`src/rtl/i2s_tx_if.sv`:
```
// Stereo sample handshake plus serial I2S outputs of the transmitter.
interface i2s_tx_if #(
  parameter int DATA_W = 32
);
  logic              in_valid;
  logic [DATA_W-1:0] in_left;
  logic [DATA_W-1:0] in_right;
  logic              in_ready;
  logic              out_valid;
  logic              WS;
  logic              SD;

  modport master (
    output in_valid,
    output in_left,
    output in_right,
    input  in_ready,
    input  out_valid,
    input  WS,
    input  SD
  );

  modport slave (
    input  in_valid,
    input  in_left,
    input  in_right,
    output in_ready,
    output out_valid,
    output WS,
    output SD
  );
endinterface

```
`src/rtl/i2s_tx.sv`:
```
// I2S transmitter: one-entry holding register feeding left/right
// shifters, gapless frames, registered WS/SD/out_valid.
module i2s_tx #(
  parameter int DATA_W = 32
) (
  input logic     clk,
  input logic     rst,
  i2s_tx_if.slave bus
);
  localparam int CW = (DATA_W > 1) ? $clog2(DATA_W) : 1;
  localparam logic [CW-1:0] LAST = CW'(DATA_W - 1);

  typedef enum logic [1:0] {
    IDLE,
    LEFT,
    RIGHT
  } state_t;

  state_t            r_state, w_state;
  logic [CW-1:0]     r_cnt, w_cnt;
  logic              r_full, w_full;
  logic [DATA_W-1:0] r_hold_l, r_hold_r;
  logic [DATA_W-1:0] r_sh_l, r_sh_r;
  logic [DATA_W-1:0] w_sh_l, w_sh_r;
  logic              r_valid, r_ws, r_sd;
  logic              w_valid, w_ws, w_sd;
  logic              w_accept, w_load;

  assign bus.in_ready  = ~r_full & ~rst;
  assign w_accept      = bus.in_valid & ~r_full & ~rst;
  assign bus.out_valid = r_valid;
  assign bus.WS        = r_ws;
  assign bus.SD        = r_sd;

  always_comb begin
    w_state = r_state;
    w_cnt   = r_cnt;
    w_sh_l  = r_sh_l;
    w_sh_r  = r_sh_r;
    w_load  = 1'b0;
    unique case (r_state)
      IDLE: begin
        if (r_full) w_load = 1'b1;
      end
      LEFT: begin
        w_sh_l = r_sh_l << 1;
        w_cnt  = r_cnt + 1'b1;
        if (r_cnt == LAST) begin
          w_state = RIGHT;
          w_cnt   = '0;
        end
      end
      RIGHT: begin
        w_sh_r = r_sh_r << 1;
        w_cnt  = r_cnt + 1'b1;
        if (r_cnt == LAST) begin
          w_cnt = '0;
          if (r_full) w_load = 1'b1;
          else        w_state = IDLE;
        end
      end
      default: w_state = IDLE;
    endcase
    if (w_load) begin
      w_state = LEFT;
      w_cnt   = '0;
      w_sh_l  = r_hold_l;
      w_sh_r  = r_hold_r;
    end
    w_full = w_load ? 1'b0 : (r_full | w_accept);
    // Outputs follow the next shifter MSB so WS and data switch together.
    w_valid = (w_state != IDLE);
    w_ws    = (w_state == RIGHT);
    w_sd    = 1'b0;
    if (w_state == LEFT)  w_sd = w_sh_l[DATA_W-1];
    if (w_state == RIGHT) w_sd = w_sh_r[DATA_W-1];
  end

  always_ff @(posedge clk or posedge rst) begin
    if (rst) begin
      r_state  <= IDLE;
      r_cnt    <= '0;
      r_full   <= 1'b0;
      r_hold_l <= '0;
      r_hold_r <= '0;
      r_sh_l   <= '0;
      r_sh_r   <= '0;
      r_valid  <= 1'b0;
      r_ws     <= 1'b0;
      r_sd     <= 1'b0;
    end else begin
      r_state <= w_state;
      r_cnt   <= w_cnt;
      r_full  <= w_full;
      r_sh_l  <= w_sh_l;
      r_sh_r  <= w_sh_r;
      r_valid <= w_valid;
      r_ws    <= w_ws;
      r_sd    <= w_sd;
      if (w_accept) begin
        r_hold_l <= bus.in_left;
        r_hold_r <= bus.in_right;
      end
    end
  end
endmodule

```
`src/flat_wrapper.sv`:
```
// flat-port wrapper written by rule: the top's interface ports become plain ports
module i2s_tx_flat 
#(
  parameter int DATA_W = 32
)
  (clk, rst, bus_in_valid, bus_in_left, bus_in_right, bus_in_ready, bus_out_valid, bus_WS, bus_SD);
  i2s_tx_if #(.DATA_W(DATA_W)) bus_i ();
  input logic clk;
  input logic rst;
  input wire logic [$bits(bus_i.in_valid)-1:0] bus_in_valid;
  input wire logic [$bits(bus_i.in_left)-1:0] bus_in_left;
  input wire logic [$bits(bus_i.in_right)-1:0] bus_in_right;
  output wire logic [$bits(bus_i.in_ready)-1:0] bus_in_ready;
  output wire logic [$bits(bus_i.out_valid)-1:0] bus_out_valid;
  output wire logic [$bits(bus_i.WS)-1:0] bus_WS;
  output wire logic [$bits(bus_i.SD)-1:0] bus_SD;
  assign bus_i.in_valid = bus_in_valid;
  assign bus_i.in_left = bus_in_left;
  assign bus_i.in_right = bus_in_right;
  assign bus_in_ready = bus_i.in_ready;
  assign bus_out_valid = bus_i.out_valid;
  assign bus_WS = bus_i.WS;
  assign bus_SD = bus_i.SD;
  i2s_tx #(.DATA_W(DATA_W)) u_core (.clk(clk), .rst(rst), .bus(bus_i));
endmodule
```
`config.mk`:
```
export PLATFORM = sky130hd
export DESIGN_NAME = i2s_tx_flat
export DESIGN_NICKNAME = d
export VERILOG_FILES = /design/src/rtl/i2s_tx_if.sv /design/src/rtl/i2s_tx.sv /design/src/flat_wrapper.sv
export SDC_FILE = /design/constraint.sdc
export NUM_CORES = 1
export LEC_CHECK = 0
export ABC_AREA = 1
export CORE_MARGIN = 2
export CORE_UTILIZATION = 43
export DETAILED_ROUTE_END_ITERATION = 10
export PLACE_DENSITY = 0.67
export SLEW_MARGIN = 25
export SYNTH_ARGS = -nofsm -noshare
export SYNTH_HDL_FRONTEND = slang
export SYNTH_SLANG_ARGS = --single-unit
```
`constraint.sdc`:
```
create_clock -name clk -period 4.7 [get_ports clk]
set_input_delay 0.47 -clock clk [delete_from_list [all_inputs] [get_ports clk]]
set_output_delay 0.47 -clock clk [all_outputs]
set_load 0.1 [all_outputs]
```
==> flow_summary.ini <==
[status]
status = complete, no violations

[finish]
stdcell_area_sq_mm = 0.007456
antennaDiodeCount = 0
final_nets = 792
drive_gt1_share_pct = 7.934
fin_util_pct = 53.71
area_growth_pct = 22.46

[place]
place_area_sq_mm = 0.006820
place.gp.congestion = 0.8352
io_buffers = 70
dp_hpwl_um = 7099

[power_and_ir_drop]
power_density_mw_per_mm2 = 438.2
seq_power_share_pct = 46.3
p_int_mw = 2.510
netSwitchingFraction_pct = 23.16
leakage_nw = 3.549
total_power_mw = 3.267
combPwrFrac_pct = 11.6
vdd_drop_max_v = 0.0002764
p_clk_share_pct = 42.2
p_sw_mw = 0.7567

[synthesis]
synth_seq_area_share_pct = 57.13
synth_warnings = 0
synth.avg_cell_area_sq_um = 9.101
syn_nets = 743
syn_area_sq_mm = 0.006088
ys_types = 23
synth_top_area_cell = dfrtp_1
synth.top_cell.area_share_pct = 57.13
synthCells = 669
ys_ff_latch = 139
synthTopCellsByArea = dfrtp_1 (57%), nand2_1 (9.8%), a21oi_1 (4.5%)

[floorplanning]
dieArea_sq_mm = 0.01513
rows = 43
die_w_um = 123.0
pin_count = 71
fp.coreArea_sq_mm = 0.01388
fp.dieH_um = 123.0
initial_core_util_pct = 43.86

[clocking]
holdBufCountCts = 0
insertion_delay_ns = 0.42
cts_buffer_depth = 2
root_buffer = clkbuf_16
cts_tree = yes
cts_resized = 0
numCtsBuffers = 17
h-tree-depth = 4
clkTransAtPathRegs_ns = 0.05
postCtsSetupBuffers = 0
clock_sinks = 139

[hold_path]
hold_class = reg2reg
hold_depth = 2

[sta]
period_minus_slack_ns = 2.923
rsz0062_at_grt = false
hold_viol_final = 0
fin_skew_ns = 0.008718
fmax_mhz = 342.1
fin_setup_tns_ns = 0
finalSetupViolations = 0
finalCritPeriodShare_pct = 62.20
tightest_slew_ns = 0.9987
drv_slew = 0
relSlewSlack_pct = 33.21

[worst_setup_path]
r2r_cells = 10
critPathMaxStageDelay_ns = 1.19
cp.arrival_ns = 2.45
crit_family = buffers and inverters
path_cells = clkdlybuf4s50_1, nor2_2, clkdlybuf4s50_1
crit_type = in2out
cpMostUsedCell = clkdlybuf4s50_1
path_max_fanout = 2
end_kind = primary output
critPathBufInv = 2
critPathSlowestCell = clkdlybuf4s50_1
crit_required_ns = 4.23
path_depth = 3
cp-start-kind = input pin

[global_routing]
use_met1_pct = 20.97
grt_max_degree = 130
antenna_found_initial = 0
grt_use_met3_pct = 4.382
grt_pass1_wl_um = 20350
track_usage_pct = 17.00
grt_pass1_vias = 4508
grt_use_met2_pct = 28.66
grt_overflow = 0
grt.busiest_layer = met2

[routing]
num_vias = 4558
drtPass1Iterations = 4
vias_per_cell = 5.003
wl_per_cell_um = 12.87
drtIter0Drc = 298
postRouteAntennaNets = 0
drt_wl_total_um = 11730
drc = 0

[job]
cap_violations = 0
-- cell families after synthesis --
group | after synthesis | synth area share (%)
fa+ha+maj | 7 | 1.438
mux | 19 | 3.514
compound gates | 134 | 12.25
flops | 139 | 57.13
simple gates | 268 | 18.02
buf+inv | 102 | 7.645
-- power groups by stage --
stage                     clock network (mW)  registers (mW)  logic [mW]
final                                   1.38            1.51       0.378
after global placement                     0            1.53       0.364
after detailed placement                   0            1.53       0.381
after global routing                    1.46            1.54       0.431
after floorplan                            0            1.51       0.262
after CTS                               1.41            1.51       0.384
-- flip-flops by register name, summed over array words and instances, names as in the netlist, 2 cells and up --
register / count
u_core.r_cnt: 5
u_core.r_sh_r: 32
u_core.r_state: 2
u_core.r_hold_l: 32
u_core.r_sh_l: 32
u_core.r_hold_r: 32
-- cells in the mapped netlist --
cell type and n:
inv_2 1, mux2_1 3, nor2_1 53, mux2_2 16, o21ai_0 34, nand3_1 50
inv_1 58, o211ai_1 30, dfrtp_1 139, nand2_4 2, nand2_1 159, nor2_2 1
a21oi_1 55, clkbuf_1 5, ha_1 7, buf_2 24, buf_4 4, buf_6 5
nand3_2 1, buf_1 5, nand2_2 1, o21ai_1 15, nand4_1 1
-- cell usage in the layout (no fill, tap or decap), types with 4 or more instances in the layout --
| cell type | n |
|---|---|
| a21oi_1 | 55 |
| clkbuf_16 | 17 |
| clkbuf_8 | 5 |
| clkdlybuf4s50_1 | 70 |
| clkinv_2 | 4 |
| dfrtp_1 | 139 |
| ha_1 | 7 |
| inv_1 | 57 |
| mux2_2 | 16 |
| nand2_1 | 157 |
| nand3_1 | 50 |
| nor2_1 | 52 |
| o211ai_1 | 30 |
| o21ai_0 | 34 |
| o21ai_1 | 15 |
-- final timing paths --
| check | from | slack [ns] | endpoint |
|---|---|---|---|
| setup / recovery | rst | 1.78 | bus_in_ready |
| hold / removal | u_core.r_sh_l[29]$_DFFE_PP0P_ | 0.48 | u_core.r_sh_l[29]$_DFFE_PP0P_ |
| setup reg to reg | u_core.r_state[0]$_DFF_PP0_ | 2.24 | u_core.r_sh_l[9]$_DFFE_PP0P_ |
| hold reg to reg | u_core.r_sh_l[29]$_DFFE_PP0P_ | 0.48 | u_core.r_sh_l[29]$_DFFE_PP0P_ |
| max in group asynchronous | rst | 3.20 | u_core.r_cnt[4]$_DFFE_PP0P_ |
| min in group asynchronous | rst | 0.65 | u_core.r_hold_l[28]$_DFFE_PP0P_ |
-- worst reg2reg max path, cell delays in order, from the launching register on --
cell and delay (ns):
dfrtp_1 0.41, inv_1 0.16, ha_1 0.19, buf_4 0.37, nand3_2 0.16, nand2_4 0.17, nand2_2 0.08, nand2_4 0.17
inv_2 0.33, nand2_1 0.17, o21ai_1 0.08
-- layout make-up --
class / count / area (sq um)
fillers: 1239 / 6425
clock buffers: 25 / 505.5
multi-input cells: 428 / 2185
inverters: 59 / 229.0
well taps: 180 / 225.2
repair buffers: 73 / 723.2
flip-flops and latches: 139 / 3478
clock inverters: 7 / 110.1
-- through the flow --
stage / hold slack, ns / instances / setup WS (ns)
3_5_place_dp: 0.4676 / 879 / 1.895
5_1_grt: 0.4963 / 911 / 1.741
4_1_cts: 0.4831 / 911 / 1.888
3_3_place_gp: 0.4631 / 879 / 1.922
6_report: 0.4782 / 911 / 1.777
2_1_floorplan: 0.4489 / 669 / 0.5055
-- metal layers --
| layer | wire length [um] | vias up |
|---|---|---|
| met3 | 445 | 12 |
| li1 | - | 2272 |
| met1 | 5370 | 2185 |
| met4 | 129 | 0 |
| met5 | 0 | - |
| met2 | 5782 | 89 |
No activity file was read; power rests on OpenSTA's default activity.
